`src/rtl/fifo_pkg.sv`:
```
// Shared constants and helpers for the synchronous FIFO family.
package fifo_pkg;

    localparam int DEF_DATA_W = 8;
    localparam int DEF_DEPTH  = 64;
    localparam int DEF_MARGIN = 4;

    // Ceiling log2; clog2(1) is 0.
    function automatic int clog2(input int value);
        int result;
        int v;
        result = 0;
        v = value - 1;
        while (v > 0) begin
            result = result + 1;
            v = v >> 1;
        end
        return result;
    endfunction

endpackage

```
`src/rtl/fifo_mem_1r1w.sv`:
```
// Storage array: synchronous write, asynchronous read, contents never reset.
module fifo_mem_1r1w
    import fifo_pkg::*;
#(
    parameter int DATA_W = DEF_DATA_W,
    parameter int DEPTH  = DEF_DEPTH,
    localparam int ADDR_W = clog2(DEPTH)
) (
    input  logic              clk,
    input  logic              wr_en,
    input  logic [ADDR_W-1:0] wr_addr,
    input  logic [DATA_W-1:0] wr_data,
    input  logic [ADDR_W-1:0] rd_addr,
    output logic [DATA_W-1:0] rd_data
);

    logic [DATA_W-1:0] mem [DEPTH];

    always_ff @(posedge clk) begin
        if (wr_en) begin
            mem[wr_addr] <= wr_data;
        end
    end

    assign rd_data = mem[rd_addr];

endmodule

```
`src/rtl/fifo_sync_param.sv`:
```
// Parametrised single-clock FIFO with registered or first-word-fall-through read,
// full-range occupancy count, threshold flags and sticky error flags.
module fifo_sync_param
    import fifo_pkg::*;
#(
    parameter int DATA_W   = DEF_DATA_W,
    parameter int DEPTH    = DEF_DEPTH,
    parameter int AF_LEVEL = DEPTH - DEF_MARGIN,
    parameter int AE_LEVEL = DEF_MARGIN,
    parameter int FWFT     = 0,
    localparam int ADDR_W  = clog2(DEPTH),
    localparam int CNT_W   = ADDR_W + 1
) (
    input  logic              clk,
    input  logic              rst,
    input  logic              wr_en,
    input  logic [DATA_W-1:0] buf_in,
    input  logic              rd_en,
    input  logic              clr_err,
    output logic [DATA_W-1:0] buf_out,
    output logic              buf_empty,
    output logic              buf_full,
    output logic              almost_empty,
    output logic              almost_full,
    output logic [CNT_W-1:0]  fifo_counter,
    output logic              overflow,
    output logic              underflow
);

    logic [ADDR_W-1:0] wr_ptr_reg;
    logic [ADDR_W-1:0] rd_ptr_reg;
    logic [CNT_W-1:0]  count_reg;
    logic              overflow_reg;
    logic              underflow_reg;
    logic [DATA_W-1:0] rd_data;
    logic              wr_acc;
    logic              rd_acc;

    // Acceptance uses the flags decoded from the pre-edge count, so a write
    // while full is refused even if a read frees a slot in the same cycle.
    assign wr_acc = wr_en && !buf_full;
    assign rd_acc = rd_en && !buf_empty;

    fifo_mem_1r1w #(
        .DATA_W (DATA_W),
        .DEPTH  (DEPTH)
    ) u_mem (
        .clk     (clk),
        .wr_en   (wr_acc),
        .wr_addr (wr_ptr_reg),
        .wr_data (buf_in),
        .rd_addr (rd_ptr_reg),
        .rd_data (rd_data)
    );

    always_ff @(posedge clk or posedge rst) begin
        if (rst) begin
            wr_ptr_reg    <= '0;
            rd_ptr_reg    <= '0;
            count_reg     <= '0;
            overflow_reg  <= 1'b0;
            underflow_reg <= 1'b0;
        end else begin
            if (wr_acc) begin
                wr_ptr_reg <= wr_ptr_reg + 1'b1;
            end
            if (rd_acc) begin
                rd_ptr_reg <= rd_ptr_reg + 1'b1;
            end
            case ({wr_acc, rd_acc})
                2'b10:   count_reg <= count_reg + 1'b1;
                2'b01:   count_reg <= count_reg - 1'b1;
                default: count_reg <= count_reg;
            endcase
            // Set has priority over clear.
            if (wr_en && buf_full) begin
                overflow_reg <= 1'b1;
            end else if (clr_err) begin
                overflow_reg <= 1'b0;
            end
            if (rd_en && buf_empty) begin
                underflow_reg <= 1'b1;
            end else if (clr_err) begin
                underflow_reg <= 1'b0;
            end
        end
    end

    assign fifo_counter = count_reg;
    assign buf_empty    = (count_reg == '0);
    assign buf_full     = (count_reg == CNT_W'(DEPTH));
    assign almost_empty = (count_reg <= CNT_W'(AE_LEVEL));
    assign almost_full  = (count_reg >= CNT_W'(AF_LEVEL));
    assign overflow     = overflow_reg;
    assign underflow    = underflow_reg;

    generate
        if (FWFT != 0) begin : g_fwft
            assign buf_out = rd_data;
        end else begin : g_registered
            logic [DATA_W-1:0] buf_out_reg;

            always_ff @(posedge clk or posedge rst) begin
                if (rst) begin
                    buf_out_reg <= '0;
                end else if (rd_acc) begin
                    buf_out_reg <= rd_data;
                end
            end

            assign buf_out = buf_out_reg;
        end
    endgenerate

endmodule
```
`config.mk`:
```
export PLATFORM = sky130hd
export DESIGN_NAME = fifo_sync_param
export DESIGN_NICKNAME = d
export VERILOG_FILES = /design/src/rtl/fifo_pkg.sv /design/src/rtl/fifo_mem_1r1w.sv /design/src/rtl/fifo_sync_param.sv
export SDC_FILE = /design/constraint.sdc
export NUM_CORES = 1
export LEC_CHECK = 0
export CORE_MARGIN = 5
export CORE_UTILIZATION = 60
export CTS_CLUSTER_DIAMETER = 150
export DETAILED_ROUTE_END_ITERATION = 7
export HOLD_SLACK_MARGIN = 0.02
export PLACE_DENSITY = 0.77
export SETUP_SLACK_MARGIN = 0.5
export SKIP_LAST_GASP = 1
export SYNTH_ARGS = -nofsm -noshare
export SYNTH_HDL_FRONTEND = slang
export SYNTH_HIERARCHICAL = 1
export SYNTH_SLANG_ARGS = --single-unit
```
`constraint.sdc`:
```
create_clock -name clk -period 6.8 [get_ports clk]
set_input_delay 1.7 -clock clk [delete_from_list [all_inputs] [get_ports clk]]
set_output_delay 1.7 -clock clk [all_outputs]
set_load 0.03 [all_outputs]
```
==> results of run 1 <==
[worst paths after layout]
| kind | from | end | slack, ps | depth (start not counted) |
|---|---|---|---|---|
| max | fifo_counter[2]$_DFFE_PP0P_ | buf_full | 2400 | 3 |
| min | buf_out[7]$_DFFE_PP0P_ | buf_out[7]$_DFFE_PP0P_ | 490 | 2 |
| max reg2reg | fifo_counter[2]$_DFFE_PP0P_ | fifo_counter[5]$_DFFE_PP0P_ | 2910 | 9 |
| min reg2reg | buf_out[7]$_DFFE_PP0P_ | buf_out[7]$_DFFE_PP0P_ | 490 | 2 |
| max in group asynchronous | rst | rd_ptr_reg[2]$_DFFE_PP0P_ | 4950 | 3 |
| min in group asynchronous | rst | buf_out[6]$_DFFE_PP0P_ | 1530 | 3 |
[metal layers]
layer | share of wire (%) | track usage [%]
met1 | 40 | 34.6
met2 | 48 | 36.9
met3 | 8.9 | 5.02
met4 | 3.1 | 7.17
met5 | 0 | 0
[worst max-delay path, cell delays in order (launching register included)]
cell,delay [ps]
dfrtp_1,460
or4_4,620
nor4_1,300
clkdlybuf4s50_1,750
[final cells by class]
class	count	area (µm²)
Inverter	10	37.5
Tap cell	461	577
Timing Repair Buffer	51	425
Sequential cell	541	16100
Fill cell	2173	11600
Clock buffer	65	1370
Clock inverter	24	270
Multi-Input combinational cell	478	5040
[where the power goes]
group	total, mW	internal (mW)	switching, mW
sequential	4.20	3.84	0.367
clock	2.80	1.65	1.15
combinational	2.66	1.20	1.46
total	9.66	6.69	2.98
[metrics by stage]
step	area, µm²	power (mW)	worst slack, ps
2_1_floorplan	21500	6.10	2990
4_1_cts	23800	9.70	2350
5_1_grt	23800	10.1	2250
6_report	23800	9.66	2400
3_3_place_gp	22200	6.87	2180
3_5_place_dp	22200	6.90	2100
[logic make-up (layout without fill, tap and decap cells)]
family | after synthesis | count (layout) | synth area share (%)
buf+inv | 64 | 150 | 1.71
fa+ha+maj | 9 | 9 | 0.559
simple gates | 216 | 216 | 4.54
mux | 164 | 164 | 15.0
flops | 541 | 541 | 74.9
compound gates | 77 | 77 | 2.80
xor+xnor | 12 | 12 | 0.489
[layout by cell type (no fill, tap or decap), types with 3 or more instances in the layout]
| cell type | netlist | routed |
|---|---|---|
| o21ai_0 | 7 | 7 |
| clkinv_1 | 0 | 10 |
| clkbuf_1 | 17 | 12 |
| clkbuf_16 | 0 | 53 |
| o21ai_1 | 3 | 3 |
| o221ai_1 | 8 | 8 |
| nor2_1 | 89 | 89 |
| nor3_1 | 10 | 10 |
| mux2i_1 | 25 | 25 |
| nand2_1 | 56 | 56 |
| clkinv_2 | 0 | 4 |
| a211oi_1 | 6 | 6 |
| mux2_2 | 13 | 13 |
| mux4_2 | 126 | 126 |
| edfxtp_1 | 512 | 512 |
| nand3b_1 | 4 | 4 |
| o22ai_1 | 8 | 8 |
| xnor2_1 | 9 | 9 |
| nand2b_1 | 8 | 8 |
| ha_1 | 8 | 8 |
| bufinv_16 | 0 | 6 |
| a221oi_1 | 7 | 7 |
| o2111ai_1 | 3 | 3 |
| nor4_1 | 3 | 3 |
| o2bb2ai_1 | 3 | 3 |
| clkdlybuf4s50_1 | 0 | 25 |
| a22oi_1 | 3 | 3 |
| buf_4 | 13 | 18 |
| nor2b_1 | 15 | 15 |
| a21oi_1 | 4 | 4 |
| nand4_1 | 5 | 5 |
| dfrtp_4 | 0 | 3 |
| nand3_1 | 16 | 16 |
| o211ai_1 | 3 | 3 |
| xor2_1 | 3 | 3 |
| dfrtp_1 | 29 | 25 |
| buf_2 | 13 | 8 |
| inv_1 | 9 | 9 |
==> results.json, run 1 <==
{
  "run_status": "finished, final reports clean",
  "floorplan.die_area_um2": 39700,
  "first_pass_grt_wire_length_um": 68900,
  "largest_register_ffs": 512,
  "yosys-top-cells-count": "edfxtp_1 (512), mux4_2 (126), nor2_1 (89)",
  "timing.setup.critical_path_class": "reg -> out",
  "starting_density_of_the_core_pct": 60.6,
  "area_delta_synth_final_pct": 10.8,
  "final-instance-count-excl-fill": 1630,
  "layout_min_cycle_time_ps": 4400,
  "layout_worst_path_cycle_share_pct": 64.8,
  "clkTransAtPathRegs_ps": 70,
  "insertedDiodeCount": 0,
  "synth_largest_area_cell": "edfxtp_1",
  "worstMarginPinSlew_ps": 967,
  "yosys-top-cells-area": "edfxtp_1 (71%), mux4_2 (13%), dfrtp_1 (3.4%)",
  "grt_pass1_vias": 10800,
  "drv_cap": 0,
  "first_iter_violations": 1547,
  "cts.sink_count": 541,
  "post_synth_inst_count": 1083,
  "worst_skew_pair_later_pin_latency_ps": 560,
  "fin_util_pct": 67.2,
  "worstPathArrival_ps": 2700,
  "clock_tree.buffer_depth": 3,
  "synth_sequential_area_ratio_pct": 74.9,
  "ir_worst_vdd_mv": 0.470,
  "whs_ps": 491,
  "post_synth_num_cell_types": 60,
  "max_clock_freq_ghz": 0.227,
  "cts_setup_buffers": 0,
  "htreeDepth": 2,
  "post-dp-hpwl_um": 26500,
  "routabilityCongestion": 0.838,
  "worst-path-max-fanout": 6,
  "viasPerCell": 6.62,
  "critical_path.endpoint_type": "output pin",
  "pin_count_of_the_biggest_net_entering_global_routing": 65,
  "route.final.wire_length_um": 45900,
  "drt-wirelength-per-cell_um": 28.1,
  "synth_fp_nets": 1105,
  "finalNetCount": 1155,
  "yosys.cell_count.top_type": "edfxtp_1",
  "synth_enable_flop_cells": 512,
  "timing.final.setup_violations": 0,
  "synth_top_area_share_pct": 71.5,
  "power_per_cell_area_nw_per_um2": 406,
  "share_of_post_route_cells_with_drive_strength_above_1_pct": 20.7,
  "ys_ff_latch": 541,
  "tritoncts": "done",
  "slew-limit-headroom_pct": 35.3,
  "placeableCoreArea_um2": 35500,
  "rsz0062_at_grt": "no",
  "synth_area_per_cell_um2": 19.9,
  "io-pin-count": 34,
  "drcViolationCount": 0,
  "vias_after_detailed_routing": 10800,
  "groute.usage.overall_pct": 23.6,
  "synthesis.yosys.warnings": 6,
  "synthesis.area_um2": 21500,
  "yosys_most_used_dff": "edfxtp_1",
  "place.detailed.instances": 1541,
  "cts_hold_buffers": 0,
  "total_negative_slack_for_setup_checks_ps": 0,
  "floorplan_die_height_um": 199,
  "placement.io_buffers": 33,
  "critical_path.startpoint_type": "flip-flop",
  "fin_worst_skew_ps": 17.8,
  "cts_buffers": 51,
  "row_count": 69,
  "critical_path_required_ps": 5100,
  "p_leak_nw": 7.59,
  "die-width_um": 199,
  "ctsRootBufferMaster": "clkbuf_16",
  "timing_hold_violations_final": 0,
  "grt-ovfl-total": 0,
  "final_antenna_net_count": 0,
  "final-max-slew-violation-count": 0,
  "post_cts.resized_instances": 0,
  "post_synthesis_async_set_or_reset_flop_share_pct": 5.36,
  "pre_antenna_drt_iters": 6,
  "hold_path_class": "reg -> reg",
  "grt_antenna_before_repair": 0
}
Note: power is estimated with default switching activity, not from simulation.
==> run 2: changes to the inputs <==
--- a/config.mk
+++ b/config.mk
@@ -6,11 +6,11 @@
 export NUM_CORES = 1
 export LEC_CHECK = 0
 export CORE_MARGIN = 5
-export CORE_UTILIZATION = 60
+export CORE_UTILIZATION = 56
 export CTS_CLUSTER_DIAMETER = 150
 export DETAILED_ROUTE_END_ITERATION = 7
 export HOLD_SLACK_MARGIN = 0.02
-export PLACE_DENSITY = 0.77
+export PLACE_DENSITY = 0.75
 export SETUP_SLACK_MARGIN = 0.5
 export SKIP_LAST_GASP = 1
 export SYNTH_ARGS = -nofsm -noshare
==> constraint.sdc (replaced) <==
create_clock -name clk -period 3.9 [get_ports clk]
set_input_delay 0.975 -clock clk [delete_from_list [all_inputs] [get_ports clk]]
set_output_delay 0.975 -clock clk [all_outputs]
set_load 0.03 [all_outputs]
==> run 2 against run 1 <==
  * Critical path type unchanged
  * Utilization is 2.2 points lower
  * Sequential power is 75% higher
  * Clock skew is 5.2 ps lower
  * Critical path depth stayed put
  * First-iteration DRC count is 18% lower
  * Power is 78% higher
  * Cell count is 7.4% higher
  * Die area is 6.8% higher
  * Sequential cell count stayed put
  * Global-route usage is 1.0 points lower
  * Worst setup slack worse by 1700 ps
  * Register-to-register slack worse by 2200 ps
==> results.json, run 2 (synthesis gave the netlist of run 1 again) <==
{
  "run_status": "finished, final reports clean",
  "critical_path.reg2reg.endpoint": "fifo_counter[6]$_DFFE_PP0P_",
  "share_of_post_route_cells_with_drive_strength_above_1_pct": 25.5,
  "layout.area.seq_um2": 16100,
  "max_clock_freq_ghz": 0.310,
  "insertedDiodeCount": 0,
  "pre_antenna_drt_iters": 6,
  "floorplan_die_height_um": 206,
  "whs_endpoint": "buf_out[2]$_DFFE_PP0P_",
  "vias_after_detailed_routing": 11000,
  "multi_input_comb_area_um2": 5040,
  "first_pass_grt_wire_length_um": 71100,
  "fin_util_pct": 64.9,
  "layout_min_cycle_time_ps": 3230,
  "routed-wl-met3_um": 4610,
  "row_count": 71,
  "tritoncts": "done",
  "area_delta_synth_final_pct": 14.0,
  "cts_hold_buffers": 0,
  "holdCritStartpoint": "buf_out[2]$_DFFE_PP0P_",
  "reg2reg_setup_slack_ps": 680,
  "timing.final.setup_violations": 0,
  "top_signal_layer_used": "met4",
  "slew-limit-headroom_pct": 22.1,
  "final-max-slew-violation-count": 0,
  "p_int_mw": 12.0,
  "placement.io_buffers": 33,
  "htreeDepth": 2,
  "route.final.wire_length_um": 46700,
  "clock_tree.buffer_depth": 3,
  "rsz0062_at_grt": "no",
  "grt_pass1_vias": 11200,
  "largest_register_ffs": 512,
  "critical_path.endpoint_type": "output pin",
  "ir_worst_vdd_mv": 0.461,
  "route.met2.wl_um": 22300,
  "critical_path_required_ps": 2920,
  "cts_buffers": 51,
  "netSwitchingFraction_pct": 30.5,
  "timing_hold_violations_final": 0,
  "final_common_cell": "edfxtp_1",
  "drt-wirelength-per-cell_um": 26.7,
  "total_negative_slack_for_setup_checks_ps": 0,
  "layout_worst_path_cycle_share_pct": 82.8,
  "min_path_cells": 2,
  "worstPathArrival_ps": 2250,
  "pin_count_of_the_biggest_net_entering_global_routing": 65,
  "cts.sink_count": 541,
  "worstMarginPinSlew_ps": 1170,
  "grt-ovfl-total": 0,
  "timing.setup.critical_path_class": "reg -> out",
  "worst_skew_pair_later_pin_latency_ps": 570,
  "p_sw_mw": 5.24,
  "floorplan.die_area_um2": 42400,
  "n_fill_cell": 2420,
  "drv_cap": 0,
  "ctsRootBufferMaster": "clkbuf_16",
  "io-pin-count": 34,
  "p_leak_nw": 8.01,
  "die-width_um": 206,
  "comb_power_share_pct": 27.6,
  "power_per_cell_area_nw_per_um2": 701,
  "routabilityCongestion": 0.849,
  "reg2reg_depth": 9,
  "wl_met1_um": 18200,
  "drcViolationCount": 0,
  "grt_antenna_before_repair": 0,
  "clkTransAtPathRegs_ps": 60,
  "starting_density_of_the_core_pct": 57.0,
  "viasPerCell": 6.30,
  "start_of_the_worst_register_to_register_path": "fifo_counter[2]$_DFFE_PP0P_",
  "fin_worst_skew_ps": 12.6,
  "clock_power_share_pct": 29.5,
  "post-dp-hpwl_um": 28000,
  "placeableCoreArea_um2": 37800,
  "layout.cells.most_common_list": "edfxtp_1 (512), mux4_2 (126), nor2_1 (89)",
  "final_antenna_net_count": 0,
  "hold_path_class": "reg -> reg",
  "first_iter_violations": 1274,
  "critical_path.startpoint_type": "flip-flop",
  "power_frac_seq_pct": 42.9,
  "groute.usage.overall_pct": 22.7,
  "finalNetCount": 1221,
  "worst-path-max-fanout": 6
}
==> run 2: worst max-delay path by stage <==
| stage | from | to | slack [ps] | cells past startpoint |
|---|---|---|---|---|
| global route | fifo_counter[2]$_DFFE_PP0P_ | fifo_counter[6]$_DFFE_PP0P_ | 500 | 9 |
| finish | fifo_counter[2]$_DFFE_PP0P_ | buf_full | 670 | 3 |
| detailed placement | wr_en | u_mem/mem[30][1]$_DFFE_PP_ | 450 | 7 |
| CTS | fifo_counter[2]$_DFFE_PP0P_ | buf_full | 530 | 3 |
| global placement | wr_en | u_mem/mem[30][3]$_DFFE_PP_ | 550 | 7 |
| floorplan | fifo_counter[2]$_DFFE_PP0P_ | fifo_counter[5]$_DFFE_PP0P_ | 800 | 10 |
==> run 2: repair_timing <==
action,4_1_cts,5_1_grt
gates cloned,0,0
resized for setup,2,5
setup buffers,0,0
endpoints found under the setup margin,2,5
==> run 2: routing by layer <==
layer	vias to the layer above	GRT usage, %
li1	4663	-
met1	5729	32.5
met2	545	35.2
met3	95	5.21
met4	0	7.56
met5	-	0
==> run 2: worst max-delay path, stage by stage (launching register included) <==
cell      delay [ps]
dfrtp_1          450
or4_4            600
nor4_1           360
clkbuf_2         290
==> run 2: area by class of cell <==
type / count / area share [%]
clock inverter: 28 / 1.38
multi-input combinational: 478 / 20.6
clock buffer: 65 / 5.63
timing repair buffer: 117 / 3.93
sequential: 541 / 65.7
inverter: 10 / 0.153
tap: 511 / 2.61
==> run 2: metrics by stage <==
| stage | instances | cell area [µm²] | worst slack [ps] | total power [mW] | hold slack (ps) |
|---|---|---|---|---|---|
| floorplan | 1083 | 21500 | 799 | 10.6 | 464 |
| global placement | 1657 | 22800 | 552 | 12.1 | 463 |
| detailed placement | 1657 | 22800 | 453 | 12.2 | 467 |
| CTS | 1750 | 24500 | 532 | 17.3 | 479 |
| global route | 1750 | 24500 | 502 | 17.9 | 504 |
| finish | 1750 | 24500 | 672 | 17.2 | 480 |
==> run 2: power by group through the flow <==
| stage | combinational [mW] | clock, mW | sequential (mW) |
|---|---|---|---|
| final | 4.75 | 5.07 | 7.37 |
| after detailed placement | 4.70 | 0 | 7.49 |
| after global routing | 5.05 | 5.42 | 7.43 |
| after floorplan | 3.50 | 0 | 7.13 |
| after CTS | 4.75 | 5.15 | 7.38 |
| after global placement | 4.63 | 0 | 7.47 |
